## src/rtl/uart_alu_interface_pkg.sv

```systemverilog
// Shared definitions for the UART <-> ALU control slice.
// Contents: ALU opcode values, FSM state encoding, status byte bit
// positions and the opcode validity decoder used to flag unknown opcodes.
package uart_alu_interface_pkg;

    localparam int OP_W = 6;

    localparam logic [OP_W-1:0] OP_ADD = 6'b100000;
    localparam logic [OP_W-1:0] OP_SUB = 6'b100010;
    localparam logic [OP_W-1:0] OP_AND = 6'b100100;
    localparam logic [OP_W-1:0] OP_OR  = 6'b100101;
    localparam logic [OP_W-1:0] OP_XOR = 6'b100110;
    localparam logic [OP_W-1:0] OP_NOR = 6'b100111;
    localparam logic [OP_W-1:0] OP_SRA = 6'b000011;
    localparam logic [OP_W-1:0] OP_SRL = 6'b000010;

    // Bit positions inside the status byte returned after the result byte.
    localparam int STAT_OVF_BIT = 0;
    localparam int STAT_INV_BIT = 1;

    typedef enum logic [2:0] {
        ST_WAIT_A,
        ST_WAIT_B,
        ST_WAIT_OP,
        ST_EXEC,
        ST_SEND_RES,
        ST_WAIT_RES,
        ST_SEND_STAT,
        ST_WAIT_STAT
    } state_t;

    // True when the opcode is one the ALU actually implements.
    function automatic logic op_is_valid(input logic [OP_W-1:0] op);
        case (op)
            OP_ADD, OP_SUB, OP_AND, OP_OR,
            OP_XOR, OP_NOR, OP_SRA, OP_SRL: return 1'b1;
            default:                        return 1'b0;
        endcase
    endfunction

endpackage

```

## src/rtl/uart_alu_interface_timeout.sv

```systemverilog
// Inter-byte idle counter for the UART <-> ALU control slice.
// Ports:
//   clk, rst_n : clock and asynchronous active-low reset
//   enable     : count while high; counter is held at 0 while low
//   clear      : restart the idle interval (a byte arrived)
//   expired    : high in the cycle the count sits on TIMEOUT_CYC-1
module uart_alu_timeout #(
    parameter int TIMEOUT_CYC = 1000000
) (
    input  logic clk,
    input  logic rst_n,
    input  logic enable,
    input  logic clear,
    output logic expired
);

    localparam int CW = (TIMEOUT_CYC > 1) ? $clog2(TIMEOUT_CYC) : 1;
    localparam logic [CW-1:0] LAST = CW'(TIMEOUT_CYC - 1);

    logic [CW-1:0] count;

    // Wrapping back to 0 on expiry keeps the counter bounded even if the
    // owner stays enabled for one more cycle.
    always_ff @(posedge clk or negedge rst_n) begin
        if (!rst_n) begin
            count <= '0;
        end else if (!enable || clear || (count == LAST)) begin
            count <= '0;
        end else begin
            count <= count + 1'b1;
        end
    end

    // A byte arriving in the expiry cycle suppresses the expiry.
    assign expired = enable && !clear && (count == LAST);

endmodule

```

## src/rtl/uart_alu_interface.sv

```systemverilog
// Control stage between UART RX/TX and a combinational ALU.
// Collects operand A, operand B and opcode bytes, holds them on the ALU
// inputs, then sends back the ALU result byte followed by a status byte
// (bit0 overflow, bit1 invalid opcode). A partial frame that goes idle
// for TIMEOUT_CYC cycles is discarded with a one-cycle o_timeout pulse.
// Ports:
//   i_clk, i_rst_n      : clock, asynchronous active-low reset
//   i_rx_data/i_rx_done : received byte and its one-cycle strobe
//   i_alu_result/i_alu_overflow : combinational ALU outputs
//   i_tx_done           : UART TX finished the current byte
//   o_dataA/o_dataB/o_op: registered ALU inputs
//   o_tx_data/o_tx_start: byte to send and its one-cycle start strobe
//   o_busy              : high whenever a frame is in progress
//   o_timeout           : one-cycle pulse when a partial frame is dropped
module uart_alu_interface
    import uart_alu_interface_pkg::*;
#(
    parameter int NB_DATA     = 8,
    parameter int NB_OP       = 6,
    parameter int TIMEOUT_CYC = 1000000
) (
    input  logic               i_clk,
    input  logic               i_rst_n,
    input  logic [NB_DATA-1:0] i_rx_data,
    input  logic               i_rx_done,
    input  logic [NB_DATA-1:0] i_alu_result,
    input  logic               i_alu_overflow,
    input  logic               i_tx_done,
    output logic [NB_DATA-1:0] o_dataA,
    output logic [NB_DATA-1:0] o_dataB,
    output logic [NB_OP-1:0]   o_op,
    output logic [NB_DATA-1:0] o_tx_data,
    output logic               o_tx_start,
    output logic               o_busy,
    output logic               o_timeout
);

    state_t             state;
    logic [NB_DATA-1:0] status_reg;
    logic [NB_DATA-1:0] status_next;
    logic               count_en;
    logic               timeout_hit;

    // The idle timer only runs while a frame is partially received.
    assign count_en = (state == ST_WAIT_B) || (state == ST_WAIT_OP);

    uart_alu_timeout #(
        .TIMEOUT_CYC(TIMEOUT_CYC)
    ) u_timeout (
        .clk    (i_clk),
        .rst_n  (i_rst_n),
        .enable (count_en),
        .clear  (i_rx_done),
        .expired(timeout_hit)
    );

    // Status byte assembled from the ALU flag and the opcode decoder.
    always_comb begin
        status_next               = '0;
        status_next[STAT_OVF_BIT] = i_alu_overflow;
        status_next[STAT_INV_BIT] = ~op_is_valid(o_op);
    end

    assign o_busy = (state != ST_WAIT_A);

    // Frame sequencer. o_tx_data doubles as the result register: it is
    // loaded in EXEC and held until the TX reports the byte done.
    // o_tx_start is set only on entry to a SEND state, so it can never
    // stay high for two cycles in a row.
    always_ff @(posedge i_clk or negedge i_rst_n) begin
        if (!i_rst_n) begin
            state      <= ST_WAIT_A;
            o_dataA    <= '0;
            o_dataB    <= '0;
            o_op       <= '0;
            o_tx_data  <= '0;
            o_tx_start <= 1'b0;
            o_timeout  <= 1'b0;
            status_reg <= '0;
        end else begin
            o_tx_start <= 1'b0;
            o_timeout  <= 1'b0;
            case (state)
                ST_WAIT_A: begin
                    if (i_rx_done) begin
                        o_dataA <= i_rx_data;
                        state   <= ST_WAIT_B;
                    end
                end
                ST_WAIT_B: begin
                    if (i_rx_done) begin
                        o_dataB <= i_rx_data;
                        state   <= ST_WAIT_OP;
                    end else if (timeout_hit) begin
                        o_timeout <= 1'b1;
                        state     <= ST_WAIT_A;
                    end
                end
                ST_WAIT_OP: begin
                    if (i_rx_done) begin
                        o_op  <= i_rx_data[NB_OP-1:0];
                        state <= ST_EXEC;
                    end else if (timeout_hit) begin
                        o_timeout <= 1'b1;
                        state     <= ST_WAIT_A;
                    end
                end
                ST_EXEC: begin
                    o_tx_data  <= i_alu_result;
                    status_reg <= status_next;
                    o_tx_start <= 1'b1;
                    state      <= ST_SEND_RES;
                end
                ST_SEND_RES: begin
                    state <= ST_WAIT_RES;
                end
                ST_WAIT_RES: begin
                    if (i_tx_done) begin
                        o_tx_data  <= status_reg;
                        o_tx_start <= 1'b1;
                        state      <= ST_SEND_STAT;
                    end
                end
                ST_SEND_STAT: begin
                    state <= ST_WAIT_STAT;
                end
                ST_WAIT_STAT: begin
                    if (i_tx_done) begin
                        state <= ST_WAIT_A;
                    end
                end
                default: begin
                    state <= ST_WAIT_A;
                end
            endcase
        end
    end

endmodule

```

## config.mk

```make
export PLATFORM = sky130hd
export DESIGN_NAME = uart_alu_interface
export DESIGN_NICKNAME = d
export VERILOG_FILES = /design/src/rtl/uart_alu_interface_pkg.sv /design/src/rtl/uart_alu_interface_timeout.sv /design/src/rtl/uart_alu_interface.sv
export SDC_FILE = /design/constraint.sdc
export NUM_CORES = 1
export LEC_CHECK = 0
export CAP_MARGIN = 30
export CORE_ASPECT_RATIO = 1.1
export CORE_MARGIN = 3
export CORE_UTILIZATION = 50
export CTS_CLUSTER_DIAMETER = 150
export CTS_CLUSTER_SIZE = 12
export DETAILED_ROUTE_END_ITERATION = 8
export PLACE_DENSITY = 0.79
export SLEW_MARGIN = 25
export SYNTH_ARGS = -nofsm -noshare
export SYNTH_HDL_FRONTEND = slang
export SYNTH_SLANG_ARGS = --single-unit
```

## constraint.sdc

```tcl
create_clock -name i_clk -period 2 [get_ports i_clk]
set_input_delay 0.4 -clock i_clk [delete_from_list [all_inputs] [get_ports i_clk]]
set_output_delay 0.4 -clock i_clk [all_outputs]
set_load 0.005 [all_outputs]
```

After elaboration in Yosys (flattened, before gate mapping). Cells that the tools add are included.

Bits in registers: 57. Latch bits: 0. Memory bits (writable): 0. Memory bits (read-only): 0. Input bits: 21. Output and inout bits: 33. Logic and storage cells: 63. Memories kept: 0.

$add $sub $neg: 1. Multiply operators: 0. Divide/modulo/power cells: 0. Magnitude comparators: 0. Equal/unequal tests: 19. Shifts and indexed selects: 0. Muxes and demuxes: 16. Bitwise logic cells: 1. Reductions and logical operators: 17.

Operators by type and width (number): == test 6 bit (second input constant) (6); case mux 3 bit (8 select lines) (1); adder 20 x 1 -> 20 bit (second input constant) (1); == test 20 bit (second input constant) (1); 2-to-1 mux 20 bit (1); 2-to-1 mux 3 bit (6); case mux 8 bit (2 select lines) (1); == test 3 bit (second input constant) (4); == test 6 x 2 -> 1 bit (second input constant) (2); 2-to-1 mux 8 bit (1); AND reduction 2 bit (4); OR reduction 8 bit (1); == test 3 x 2 -> 1 bit (second input constant) (2); inequality test 2 bit (second input constant) (3); 2-to-1 mux 1 bit (5); == test 3 x 1 -> 1 bit (second input constant) (1); logical NOT 3 bit (1); logical OR 1 bit (3); AND reduction 3 bit (1); nonzero test 3 bit (1); logical AND 1 bit (2); logical NOT 1 bit (2); case mux 1 bit (2 select lines) (1); nonzero test 2 bit (1); other kinds (2) (2).

Logic depth before layout (Yosys ltp). Gate-level depths: netlist of the first run.

Depth in word-level cells: 7. Gate-level depth with buffers: 7. Mapped depth without buffers: 5.

Modules after synthesis. Synthesis of the first run repeated with hierarchy kept, for this count alone.

Cells, all modules: 219. Area total of the unflattened synthesis: 2595.0 µm².

Modules (own cells, without submodules): uart_alu_interface (instances 1, cells each 110, area each 1567.8 µm², seq. area each 925.9 µm²); uart_alu_timeout (instances 1, cells each 109, area each 1027.2 µm², seq. area each 500.5 µm²).

Least setup slack after synthesis of the first run. Ideal clock, no wire load.

Kind: register to register. Start point: reg u_timeout.count[0]. End point: reg u_timeout.count[18]. Library setup time: 0.078 ns. Arrival: 1.625 ns. Data required time: 1.922 ns. Path slack: 0.298 ns. Stages on the path, launching flop included: 6. Buffers on the path: 0. Clock period less this slack: 1.702 ns. Cell sequence: dfrtp_1 ha_1 nand2_1 or4_4 or3_1 a21oi_1.

Longest elaborated chain between the ends: 3. Elaborated cells between the ends (all ways): 4. Classes of those cells: 1 x add/sub; 1 x eq/ne; 1 x mux; 1 x reduce/logical.

RTL lines: start: declaration (line uart_alu_interface_timeout.sv:20) `logic [CW-1:0] count;`; start signal: assignment (line uart_alu_interface_timeout.sv:30) `count <= count + 1'b1;`; parallel branches: the longest is 2 deep, another holds adder 20 x 1 -> 20 bit; 2-to-1 mux 20 bit (*) (line uart_alu_interface_timeout.sv:27) `end else if (!enable || clear || (count == LAST)) begin`.

Every way passes the cells marked *. A chain may end at the register's enable or synchronous reset.

Worst setup path in the final report of the first run.
Start point: reg u_timeout.count[0]. End point: reg u_timeout.count[14].

Same word-level chain as after synthesis.

==> load_flow_metrics.sql, run 1 <==
INSERT INTO impl_metrics (metric_group, metric, value, unit) VALUES
('cells_and_area', 'largest_register_ffs', '20', ''),
('synth', 'synthesized_netlist_cell_count', '210', ''),
('pwr', 'power.ir.vdd_worst', '0.772', 'mV'),
('cells_and_area', 'registers.top_by_ff_count', 'u_timeout.count', ''),
('cells_and_area', 'flow.area_growth_from_synthesis', '37.7', '%'),
('floorplanning', 'floorplan.rows', '26', ''),
('critical_path', 'critical_path_peak_fanout', '6', ''),
('placement', 'buffer_ports.inserted', '53', ''),
('cts', 'clockBufferDepth', '2', ''),
('routing', 'viasPerCell', '5.59', ''),
('grt', 'grt_pass1_wl', '9.27', 'mm'),
('cts', 'clock_latency_late_sink', '0.34', 'ns'),
('timing', 'max_freq', '539', 'MHz'),
('routing', 'dr_wl_met3', '306', 'µm'),
('critical_path', 'setup.worst_path.end_class', 'flop', ''),
('routing', 'm1WireLength', '2.33', 'mm'),
('synth', 'yosysSeqAreaShare', '57.4', '%'),
('routing', 'routed.top_layer', 'met4', ''),
('cells_and_area', 'layout_common_cells', 'sky130_fd_sc_hd__dfrtp_1, sky130_fd_sc_hd__clkdlybuf4s50_1, sky130_fd_sc_hd__mux2_2, sky130_fd_sc_hd__nor2_1, sky130_fd_sc_hd__nand2_1', ''),
('timing', 'timing.final.crit_period', '1.85', 'ns'),
('synth', 'yosys.area_share.adder', '0.504', '%'),
('hold_path', 'worstHoldPathType', 'primary input to async pin', ''),
('routing', 'num_vias', '1894', ''),
('synth', 'ys_types', '36', ''),
('cts', 'cts.htree.levels', '3', ''),
('critical_path', 'crit_slowest_cell', 'sky130_fd_sc_hd__or4_4', ''),
('floorplanning', 'fp.coreArea', '4720', 'µm²'),
('routing', 'met2_wire_length', '2.90', 'mm'),
('grt', 'grt_antenna_before_repair', '0', ''),
('critical_path', 'critical_path.n_buffers_inverters', '0', ''),
('synth', 'synthMuxAreaShare', '12.1', '%'),
('timing', 'worst_slack_on_hold_paths', '0.0262', 'ns'),
('grt', 'grt_overflow', '0', ''),
('timing', 'fin_crit_sh', '92.7', '%'),
('cts', 'tritoncts', 'built', ''),
('routing', 'firstDrtPassIters', '4', ''),
('synth', 'post_synthesis_async_set_or_reset_flop_share', '100', '%'),
('floorplanning', 'fp.dieW', '73.2', 'µm'),
('routing', 'route.final.wire_length', '5.63', 'mm'),
('grt', 'grt_use_total', '21.0', '%'),
('synth', 'synth_edf_count', '0', ''),
('synth', 'yosys.area_share.simple', '16.6', '%'),
('timing', 'worst_clock_skew', '0.00706', 'ns'),
('synth', 'synth-main-ff-cell', 'sky130_fd_sc_hd__dfrtp_1', ''),
('synth', 'yosys_warnings', '0', ''),
('cts', 'cts_inserted_buffers', '9', ''),
('pwr', 'finalPower', '4.75', 'mW'),
('routing', 'post_drt_wl_per_cell', '16.6', 'µm'),
('timing', 'final.setup.tns', '0', 'ns'),
('timing', 'finalSetupViolations', '0', ''),
('routing', 'drtAntennaViolNets', '0', ''),
('placement', 'routabilityCongestion', '0.806', ''),
('cts', 'tritoncts_num_sinks', '57', ''),
('timing', 'relSlewSlack', '65.9', '%'),
('synth', 'complex_gate_fraction_of_the_synthesized_area', '8.01', '%'),
('routing', 'drt-initial-drc-count', '91', ''),
('floorplanning', 'io_pins', '54', ''),
('synth', 'synth_top_cells_by_area', 'sky130_fd_sc_hd__dfrtp_1, sky130_fd_sc_hd__mux2_2, sky130_fd_sc_hd__nor2_1, sky130_fd_sc_hd__a22o_1, sky130_fd_sc_hd__xor2_1', ''),
('synth', 'synthesis.area_per_instance', '11.8', 'µm²'),
('synth', 'synth-xor-area-share', '3.88', '%'),
('cells_and_area', 'nNetsFinal', '300', ''),
('cells_and_area', 'drive_gt1_share', '21.6', '%'),
('synth', 'netlist.top_cell.by_area', 'sky130_fd_sc_hd__dfrtp_1', ''),
('synth', 'postSynthNetCount', '232', ''),
('synth', 'postSynthRegisterBits', '57', ''),
('floorplanning', 'initial_core_util', '52.7', '%'),
('grt', 'via_count_of_the_first_global_routing_pass', '1881', ''),
('outcome', 'outcome', 'completed', ''),
('cts', 'cts_root_buffer', 'sky130_fd_sc_hd__clkbuf_8', ''),
('routing', 'count_of_unresolved_drc_violations_after_routing', '0', ''),
('pwr', 'power_per_cell_area', '1390', 'nW/µm²');
metrics by stage:
step                instance area [µm²]  setup slack, ns
CTS                                3420          0.00204
global placement                   3110            0.166
floorplan                          2480            0.298
finish                             3420            0.146
detailed placement                 3110            0.163
global route                       3420           0.0356
per-layer routing:
metal	vias up	global-route usage, %
met5	-	0
met4	0	7.56
met3	9	6.55
met2	49	34.3
met1	942	25.9
li1	894	-
worst paths after layout:
check	startpoint	to	cells after the start
worst max-delay path	u_timeout.count[0]	u_timeout.count[14]	5
worst min-delay path	i_rst_n	o_tx_data[5]	1
worst max register to register	u_timeout.count[0]	u_timeout.count[14]	5
worst min register to register	o_tx_data[1]	o_tx_data[1]	2
max in group asynchronous	i_rst_n	state[1]	2
min in group i_clk	o_tx_data[1]	o_tx_data[1]	2
cells by family (layout without fill, tap and decap cells):
group | after synthesis | after routing
AND/OR/NAND/NOR | 76 | 76
flip-flops | 57 | 57
AO/OA/AOI/OAI | 29 | 29
multiplexers | 27 | 27
XOR/XNOR | 11 | 11
buffers and inverters | 9 | 82
adder cells (fa/ha/maj) | 1 | 1
power by group:
part           total, mW  leakage [nW]  internal, mW  switching, mW
Sequential          1.73         0.731          1.52          0.204
Clock               1.48         0.140          1.02          0.460
Combinational       1.54         0.563         0.985          0.558
Total               4.75          1.43          3.53           1.22
cell type report:
class,instances,area (µm²),area share (%)
multi-input cells,144,1020,29.9
repair buffers,62,608,17.8
clock inverters,5,125,3.66
well taps,56,70.1,2.05
inverters,4,15.0,0.439
clock buffers,11,151,4.42
flip-flops and latches,57,1430,41.8
timing repair:
action	in CTS	in global routing
buffers inserted	3	0
resized for setup	3	2
endpoints found under the setup margin	1	2
cells in the mapped netlist, types with 3 or more instances:
| cell | number |
|---|---|
| sky130_fd_sc_hd__and4_1 | 4 |
| sky130_fd_sc_hd__mux2_2 | 24 |
| sky130_fd_sc_hd__o21ai_0 | 9 |
| sky130_fd_sc_hd__nand3_1 | 9 |
| sky130_fd_sc_hd__nor3_1 | 4 |
| sky130_fd_sc_hd__inv_1 | 4 |
| sky130_fd_sc_hd__nor2_1 | 18 |
| sky130_fd_sc_hd__or3_1 | 7 |
| sky130_fd_sc_hd__xor2_1 | 6 |
| sky130_fd_sc_hd__a22o_1 | 6 |
| sky130_fd_sc_hd__nand4_1 | 3 |
| sky130_fd_sc_hd__buf_2 | 4 |
| sky130_fd_sc_hd__mux2i_1 | 3 |
| sky130_fd_sc_hd__dfrtp_1 | 57 |
| sky130_fd_sc_hd__nand2b_1 | 4 |
| sky130_fd_sc_hd__xnor2_1 | 5 |
| sky130_fd_sc_hd__nand2_1 | 13 |
| sky130_fd_sc_hd__a21oi_1 | 8 |
Note: power is estimated with default switching activity, not from simulation.
==> run 2, diff against run 1 <==
Settings changed: CTS_CLUSTER_DIAMETER 150 to unset.
==> results of run 2 <==
Same layout as run 1: the final DEF is identical, and so are final timing and power.
